--- src/rtl/osd_pkg.sv ---
// rtl/osd_pkg.sv - OSD SPI command opcodes, cmd_op encoding and FSM state codes
package osd_pkg;

  localparam logic [7:0] OSD_CMD_DISABLE = 8'h40;
  localparam logic [7:0] OSD_CMD_ENABLE  = 8'h41;
  localparam logic [3:0] OSD_CMD_WRITE   = 4'h2;
  localparam int         OSD_LINE_BYTES  = 256;

  localparam logic [1:0] OP_DISABLE = 2'd0;
  localparam logic [1:0] OP_ENABLE  = 2'd1;
  localparam logic [1:0] OP_WRITE   = 2'd2;
  localparam logic [1:0] OP_NOP     = 2'd3;

  localparam logic [2:0] ST_IDLE  = 3'd0;
  localparam logic [2:0] ST_LOAD  = 3'd1;
  localparam logic [2:0] ST_LOW   = 3'd2;
  localparam logic [2:0] ST_HIGH  = 3'd3;
  localparam logic [2:0] ST_FETCH = 3'd4;
  localparam logic [2:0] ST_TAIL  = 3'd5;
  localparam logic [2:0] ST_GAP   = 3'd6;

  // Small OSDs only address 8 lines, so line[3] is dropped unless big is set.
  function automatic logic [7:0] osd_cmd_byte(input logic [1:0] op, input logic [3:0] line,
                                              input logic big);
    case (op)
      OP_DISABLE: return OSD_CMD_DISABLE;
      OP_ENABLE:  return OSD_CMD_ENABLE;
      OP_WRITE:   return {OSD_CMD_WRITE, big & line[3], line[2:0]};
      default:    return 8'h00;
    endcase
  endfunction

endpackage

--- src/rtl/osd_spi_shift.sv ---
// rtl/osd_spi_shift.sv - MSB-first byte shifter with CLK_DIV half-period SCK timer (mode 0)
module osd_spi_shift #(
  parameter int unsigned CLK_DIV = 2
) (
  input  logic       clk_sys,
  input  logic       reset_n,
  input  logic       load,
  input  logic [7:0] tx_byte,
  input  logic       start,
  output logic       sck,
  output logic       di,
  output logic       tick,
  output logic       byte_done
);

  logic [7:0] sr;
  logic [7:0] tmr;
  logic [2:0] bits;
  logic       run;

  // tick marks the last clk_sys cycle of a half period; the SCK edge lands on the next clock.
  assign tick      = run && (tmr == 8'(CLK_DIV - 1));
  assign byte_done = tick && sck && (bits == 3'd7);
  assign di        = sr[7];

  always_ff @(posedge clk_sys or negedge reset_n) begin
    if (!reset_n) begin
      sr   <= 8'h00;
      tmr  <= 8'h00;
      bits <= 3'd0;
      run  <= 1'b0;
      sck  <= 1'b0;
    end else if (load) begin
      sr   <= tx_byte;
      bits <= 3'd0;
      tmr  <= 8'h00;
      sck  <= 1'b0;
      run  <= start;
    end else if (start) begin
      tmr <= 8'h00;
      run <= 1'b1;
    end else if (tick) begin
      tmr <= 8'h00;
      sck <= ~sck;
      // The next bit is presented in the same cycle SCK falls.
      if (sck) begin
        if (bits == 3'd7) begin
          run <= 1'b0;
        end else begin
          sr   <= {sr[6:0], 1'b0};
          bits <= bits + 3'd1;
        end
      end
    end else if (run) begin
      tmr <= tmr + 8'd1;
    end
  end

endmodule

--- src/rtl/osd_spi_master.sv ---
// rtl/osd_spi_master.sv - SPI initiator issuing OSD enable/disable/write-line commands
module osd_spi_master
  import osd_pkg::*;
#(
  parameter int unsigned CLK_DIV    = 2,
  parameter int unsigned LINE_BYTES = OSD_LINE_BYTES,
  parameter int unsigned SS_GAP     = 4,
  parameter bit          BIG_OSD    = 1'b0
) (
  input  logic       clk_sys,
  input  logic       reset_n,
  input  logic       cmd_valid,
  output logic       cmd_ready,
  input  logic [1:0] cmd_op,
  input  logic [3:0] cmd_line,
  input  logic       data_valid,
  output logic       data_ready,
  input  logic [7:0] data,
  output logic       busy,
  output logic       done,
  output logic       SPI_SCK,
  output logic       SPI_SS3,
  output logic       SPI_DI
);

  logic [2:0] state;
  logic [1:0] op;
  logic [8:0] cnt;
  logic [7:0] tmr;
  logic       armed;
  logic       ss_n;
  logic       done_q;
  logic       accept;
  logic       take;
  logic       sh_load;
  logic       sh_start;
  logic [7:0] sh_byte;
  logic       tick;
  logic       byte_done;

  assign accept     = cmd_valid && cmd_ready;
  assign take       = (state == ST_FETCH) && data_valid;
  assign cmd_ready  = armed && (state == ST_IDLE);
  assign data_ready = (state == ST_FETCH);
  assign busy       = (state != ST_IDLE);
  assign done       = done_q;
  assign SPI_SS3    = ss_n;

  assign sh_load  = (accept && (cmd_op != OP_NOP)) || take;
  assign sh_start = (state == ST_LOAD) || take;
  assign sh_byte  = take ? data : osd_cmd_byte(cmd_op, cmd_line, BIG_OSD);

  osd_spi_shift #(.CLK_DIV(CLK_DIV)) u_shift (
    .clk_sys   (clk_sys),
    .reset_n   (reset_n),
    .load      (sh_load),
    .tx_byte   (sh_byte),
    .start     (sh_start),
    .sck       (SPI_SCK),
    .di        (SPI_DI),
    .tick      (tick),
    .byte_done (byte_done)
  );

  // ss_n is a flop with async set so a reset drops the frame immediately.
  always_ff @(posedge clk_sys or negedge reset_n) begin
    if (!reset_n) begin
      state  <= ST_IDLE;
      op     <= OP_DISABLE;
      cnt    <= 9'd0;
      tmr    <= 8'h00;
      armed  <= 1'b0;
      ss_n   <= 1'b1;
      done_q <= 1'b0;
    end else begin
      armed  <= 1'b1;
      done_q <= 1'b0;
      case (state)
        ST_IDLE: begin
          if (accept) begin
            op  <= cmd_op;
            cnt <= 9'd0;
            tmr <= 8'h00;
            if (cmd_op == OP_NOP) begin
              state  <= ST_GAP;
              done_q <= 1'b1;
            end else begin
              state <= ST_LOAD;
              ss_n  <= 1'b0;
            end
          end
        end
        ST_LOAD: state <= ST_LOW;
        ST_LOW:  if (tick) state <= ST_HIGH;
        ST_HIGH: begin
          if (byte_done)
            state <= ((op == OP_WRITE) && (cnt < 9'(LINE_BYTES))) ? ST_FETCH : ST_TAIL;
          else if (tick)
            state <= ST_LOW;
        end
        // An empty source stalls here with SCK low; the edge-triggered slave keeps its place.
        ST_FETCH: begin
          if (data_valid) begin
            cnt   <= cnt + 9'd1;
            state <= ST_LOW;
          end
        end
        ST_TAIL: begin
          if (tmr == 8'(CLK_DIV - 1)) begin
            tmr    <= 8'h00;
            ss_n   <= 1'b1;
            done_q <= 1'b1;
            state  <= ST_GAP;
          end else begin
            tmr <= tmr + 8'd1;
          end
        end
        ST_GAP: begin
          if (tmr == 8'(SS_GAP - 1)) begin
            tmr   <= 8'h00;
            state <= ST_IDLE;
          end else begin
            tmr <= tmr + 8'd1;
          end
        end
        default: state <= ST_IDLE;
      endcase
    end
  end

endmodule

--- config.mk ---
export PLATFORM = sky130hd
export DESIGN_NAME = osd_spi_master
export DESIGN_NICKNAME = d
export VERILOG_FILES = /design/src/rtl/osd_pkg.sv /design/src/rtl/osd_spi_shift.sv /design/src/rtl/osd_spi_master.sv
export SDC_FILE = /design/constraint.sdc
export NUM_CORES = 1
export LEC_CHECK = 0
export CAP_MARGIN = 20
export CELL_PAD_IN_SITES_DETAIL_PLACEMENT = 1
export CELL_PAD_IN_SITES_GLOBAL_PLACEMENT = 1
export CORE_UTILIZATION = 44
export CTS_CLUSTER_DIAMETER = 120
export CTS_CLUSTER_SIZE = 14
export DETAILED_ROUTE_END_ITERATION = 12
export GPL_TIMING_DRIVEN = 1
export PLACE_DENSITY = 0.79
export RECOVER_POWER = 50
export SETUP_SLACK_MARGIN = 0.1
export SLEW_MARGIN = 20
export SYNTH_ARGS = -nofsm -noshare
export SYNTH_HDL_FRONTEND = slang
export SYNTH_SLANG_ARGS = --single-unit
export TNS_END_PERCENT = 100
--- constraint.sdc ---
create_clock -name clk_sys -period 2.27 [get_ports clk_sys]
set_input_delay 0.227 -clock clk_sys [delete_from_list [all_inputs] [get_ports clk_sys]]
set_output_delay 0.227 -clock clk_sys [all_outputs]
set_load 0.005 [all_outputs]
-- Word-level counts from Yosys, hierarchy flattened
Cells that the tools add are included.
- reduce and logical (&&, ||, !) cells: 30
- order comparisons: 1
- $add $sub $neg: 4
- bitwise logic cells: 1
- muxes and demuxes: 49
- eq/ne operators: 24
- operator list (kind ; number):
    two-way mux 8 bit ; 13
    two-way mux 3 bit ; 13
    one-hot mux 8 bit (3 select lines) ; 1
    one-hot mux 3 bit (7 select lines) ; 1
    one-hot mux 7 bit (3 select lines) ; 1
    two-way mux 9 bit ; 2
    one-hot mux 9 bit (2 select lines) ; 1
    adder 8 x 1 -> 8 bit, second input constant ; 2
    == test 8 x 1 -> 1 bit, second input constant ; 2
    != test 2 bit, second input constant ; 8
    two-way mux 1 bit ; 15
    nonzero test 3 bit ; 5
    == test 3 bit, second input constant ; 4
    adder 9 x 1 -> 9 bit, second input constant ; 1
    < comparator 9 bit, second input constant ; 1
    == test 8 x 2 -> 1 bit, second input constant ; 1
    logical AND 1 bit ; 8
    AND reduction 4 bit ; 2
    nonzero test 2 bit ; 4
    == test 2 bit, second input constant ; 3
    == test 3 x 2 -> 1 bit, second input constant ; 2
    AND reduction 2 bit ; 3
    AND reduction 3 bit ; 2
    AND reduction 6 bit ; 1
    other kinds (11) ; 13
- bits of input ports: 18
- output and inout port bits: 7
- register bits after elaboration: 46

-- Longest topological paths before layout
- word-level depth: 7
- gate-level depth with buffers: 7
- gate-level depth less buffers: 6

-- Cells and area by module
From an unflattened synthesis, not the netlist that was laid out.
- cells, all modules: 294
- area, all modules: 2700.1 um2
- by module, submodules not included (module ; area each (um2) ; times used ; cells an instance):
    osd_spi_master ; 1542.7 ; 1 ; 179
    osd_spi_shift ; 1157.4 ; 1 ; 115

-- Worst setup path after synthesis
Ideal clock, no wire load.
- path type: reg2reg
- start point: register tmr[3]
- end point: register state[0]
- cell stages (with the launch flop): 6
- arrival time: 1.843 ns
- data required time: 2.184 ns
- library setup time: 0.086 ns
- buffers on the path: 1
- path slack: 0.342 ns
- cell sequence: dfrtp_1 > or4_4 > o311a_4 > buf_6 > a211o_1 > a32oi_1
- cells in the longest elaborated chain, start to end: 3
- elaborated cells on any way between the ends: 5
- classes of those cells: eq/ne (4); reduce/logical (1)
- RTL lines (what ; line ; text):
    from (decl) ; osd_spi_master.sv:29 ; logic [7:0] tmr;
    from (signal assigned) ; osd_spi_master.sv:115 ; tmr <= tmr + 8'd1;
    from (signal assigned) ; osd_spi_master.sv:123 ; tmr <= tmr + 8'd1;
    == test 8 x 2 -> 1 bit or == test 8 x 1 -> 1 bit (tied branches) ; osd_spi_master.sv:119, osd_spi_master.sv:109 ;
    != test 2 bit (no line) ; -- ;
    AND reduction 6 bit (no line) (*) ; -- ;
    to (signal assigned) ; osd_spi_master.sv:97 ; state <= ((op == OP_WRITE) && (cnt < 9'(LINE_BYTES))) ? ST_FETCH : ST_TAIL;
    to (decl) ; osd_spi_master.sv:26 ; logic [2:0] state;
Every way passes the cells marked *; elsewhere a longest branch is shown, timed or not.
A chain may end at the register's enable or synchronous reset.

-- Worst setup path in the final report
- start point: register state[1]
- end point: output cmd_ready
- cells in the longest elaborated chain, start to end: 2
- RTL lines (what ; line ; text):
    zero test 3 bit ; osd_spi_master.sv:43 ; assign cmd_ready = armed && (state == ST_IDLE);
    logical AND 1 bit ; osd_spi_master.sv:43 ;
    to (decl) ; osd_spi_master.sv:13 ; output logic cmd_ready,
No other way between the ends.

==> run summary <==
placed cell count -> 373
Arr. time, crit path -> 1860 ps
pre-CTS setup slack -> 227 ps
asr flop ratio synth -> 1.00
clk slew on worst S/H paths -> 80 ps
f_max -> 478 MHz
Post-Syn Area per Cell -> 9.44 um^2
final net count -> 333
Final Instance Area -> 3080 um^2
fin. max-slew vios -> 0
status -> complete, no violations
Routed Antenna Nets -> 0
Total Power -> 3.13 mW
total track usage -> 0.228
Critical Path Start -> state[1]$_DFFE_PN0P_
Crit. End Element -> output port
CTS buffer count -> 5
CTS tree -> built
Worst Path Required -> 2040 ps
crit-path max FO -> 14
final hold vios -> 0
syn_nets -> 299
Distinct cells, synth -> 57
final core utilization -> 0.552
full die area -> 6190 um^2
PortBufs -> 23
Final GP Congestion -> 0.750
initial antenna violation count -> 0
PwrDens -> 1010 nW/um^2
layout cells sized above 1 -> 0.110
Synth Cell Area -> 2590 um^2
Peak VDD IR -> 0.514 mV
Leakage -> 1.32 nW
I/O Pins -> 25
Slew @ Worst Pin -> 1170 ps
clk_lat worst skew -> 300 ps
Yosys reg bits -> 46
final setup fails -> 0
Hold-fix buffers, CTS -> 0
largest net degree at the start of global routing -> 47
Max Cap Violations -> 0
R2R setup slack -> 240 ps
register area share after synthesis -> 0.446
Post-synth top flop -> dfrtp_1
Die H -> 78.7 um
vias in the first global route -> 2326
Placed Area -> 2980 um^2
setup bufs post-CTS -> 0
R2R depth -> 5
Vias/cell -> 5.92
synth warn -> 0
Initial Utilization -> 0.464
diode count -> 0
fillers -> 651
DRC viols -> 0
crit path launch type -> flop
H-tree Lvls -> 2
unrepaired setup endpoints after global routing -> true
drt pass-1 iters -> 4
worst-case clock buffer depth -> 2
1st-iter DRT viols -> 86
Root Buffer -> clkbuf_8
critical path class -> flop to output port
final WL -> 6300 um
area delta synth->final -> 19.1%
grt total ovfl -> 0
WL/cell -> 16.5 um
Setup crit end -> cmd_ready
Cells after Synth -> 274
Site Rows -> 27
total number of vias -> 2254
hpwl dp -> 4570 um
CORE AREA -> 5570 um^2
reg2reg end -> cnt[4]$_DFFE_PN0P_
fin cells -> 381
clock tree sinks -> 46
post-CTS sizing -> 0
Chip Width -> 78.7 um
R2R Path Start -> state[2]$_DFFE_PN0P_
Post-synth EDFFs -> 0
global-route wire length before repair -> 11100 um
worst hold slack -> 227 ps
Clock Skew -> 7.94 ps
Final WS setup -> 180 ps
Slew Limit Headroom -> 0.223
Hold Crit Class -> input port to asynchronous set/reset pin
fin crit share -> 0.921
Setup TNS Final -> 0 ps
fin crit period -> 2090 ps
-- layout make-up --
cell class	count	area, um^2	area share
Clock buffer	6	82.6	0.0268
Tap cell	72	90.1	0.0293
Sequential cell	46	1150	0.375
Multi-Input combinational cell	209	1370	0.445
Clock inverter	2	12.5	0.00406
Timing Repair Buffer	40	347	0.113
Inverter	6	22.5	0.00731
-- where the power goes --
part / internal (mW) / switching (mW)
clock: 0.245 / 0.293
combinational: 0.563 / 0.620
sequential: 1.10 / 0.301
-- placed cells by master, fill, tap and decap left out, types with 5 or more instances in the layout --
master,netlist,final
a21oi_1,17,17
buf_4,0,15
clkbuf_8,0,6
clkdlybuf4s50_1,0,20
dfrtp_1,45,43
ha_1,7,7
inv_1,5,5
mux2i_1,11,11
nand2_1,31,31
nand3_1,21,21
nand3b_1,8,8
nor2_1,13,13
o21ai_1,16,16
-- worst min path at each step --
stage          startpoint                    endpoint  slack (ps)  depth (start not counted)
2_1_floorplan     reset_n             armed$_DFF_PN0_         -70                          0
3_3_place_gp      reset_n          tmr[2]$_DFFE_PN0P_         360                          2
3_5_place_dp      reset_n          tmr[4]$_DFFE_PN0P_         360                          2
4_1_cts           reset_n  u_shift.tmr[5]$_DFFE_PN0P_          30                          2
5_1_grt           reset_n          tmr[7]$_DFFE_PN0P_         330                          2
6_report          reset_n          tmr[0]$_DFFE_PN0P_         230                          2
-- registers in the layout, indices dropped and copies added (netlist names) --
register      flops
u_shift.run       1
cnt               9
u_shift.sck       1
armed             1
op                2
tmr               8
u_shift.bits      3
u_shift.sr        8
u_shift.tmr       8
state             3
SPI_SS3           1
done              1
-- metal layers --
layer | GRT usage | share of wire | vias to the layer above
met5 | 0 | 0 | -
met4 | 0.0556 | 0.011 | 0
met3 | 0.0384 | 0.022 | 7
met2 | 0.381 | 0.49 | 25
met1 | 0.307 | 0.48 | 1136
li1 | - | - | 1086
-- critical path, cell delays in order, from the launching register on --
cell and delay (ps):
dfrtp_2 520, or2_1 300, nor3b_1 210, clkdlybuf4s50_1 530
-- cell families after synthesis --
| group | Yosys count | share of synthesized area |
|---|---|---|
| flops | 46 | 0.446 |
| buf+inv | 19 | 0.0329 |
| simple gates | 110 | 0.229 |
| fa+ha+maj | 7 | 0.0339 |
| other cells | 1 | 0.00145 |
| mux | 11 | 0.0426 |
| compound gates | 75 | 0.197 |
| xor+xnor | 5 | 0.0169 |
-- Yosys cell counts (all sizes together) (3+ instances only) --
master / number / area, um^2
dfrtp: 45 / 1130
nand2: 31 / 116
nand3: 21 / 105
o21ai: 19 / 95.1
a21oi: 17 / 85.1
nor2: 13 / 48.8
mux2i: 11 / 110
nand3b: 8 / 60.1
clkbuf: 7 / 26.3
ha: 7 / 87.6
buf: 6 / 36.3
inv: 5 / 18.8
or4: 5 / 41.3
a22oi: 4 / 30.0
a2bb2oi: 4 / 35.0
a31oi: 4 / 25.0
and4: 4 / 35.0
nand4: 4 / 25.0
xor2: 4 / 35.0
and3: 3 / 18.8
nor3: 3 / 15.0
o211ai: 3 / 22.5
o31ai: 3 / 22.5
or3: 3 / 18.8
Note: power is estimated with default switching activity, not from simulation.
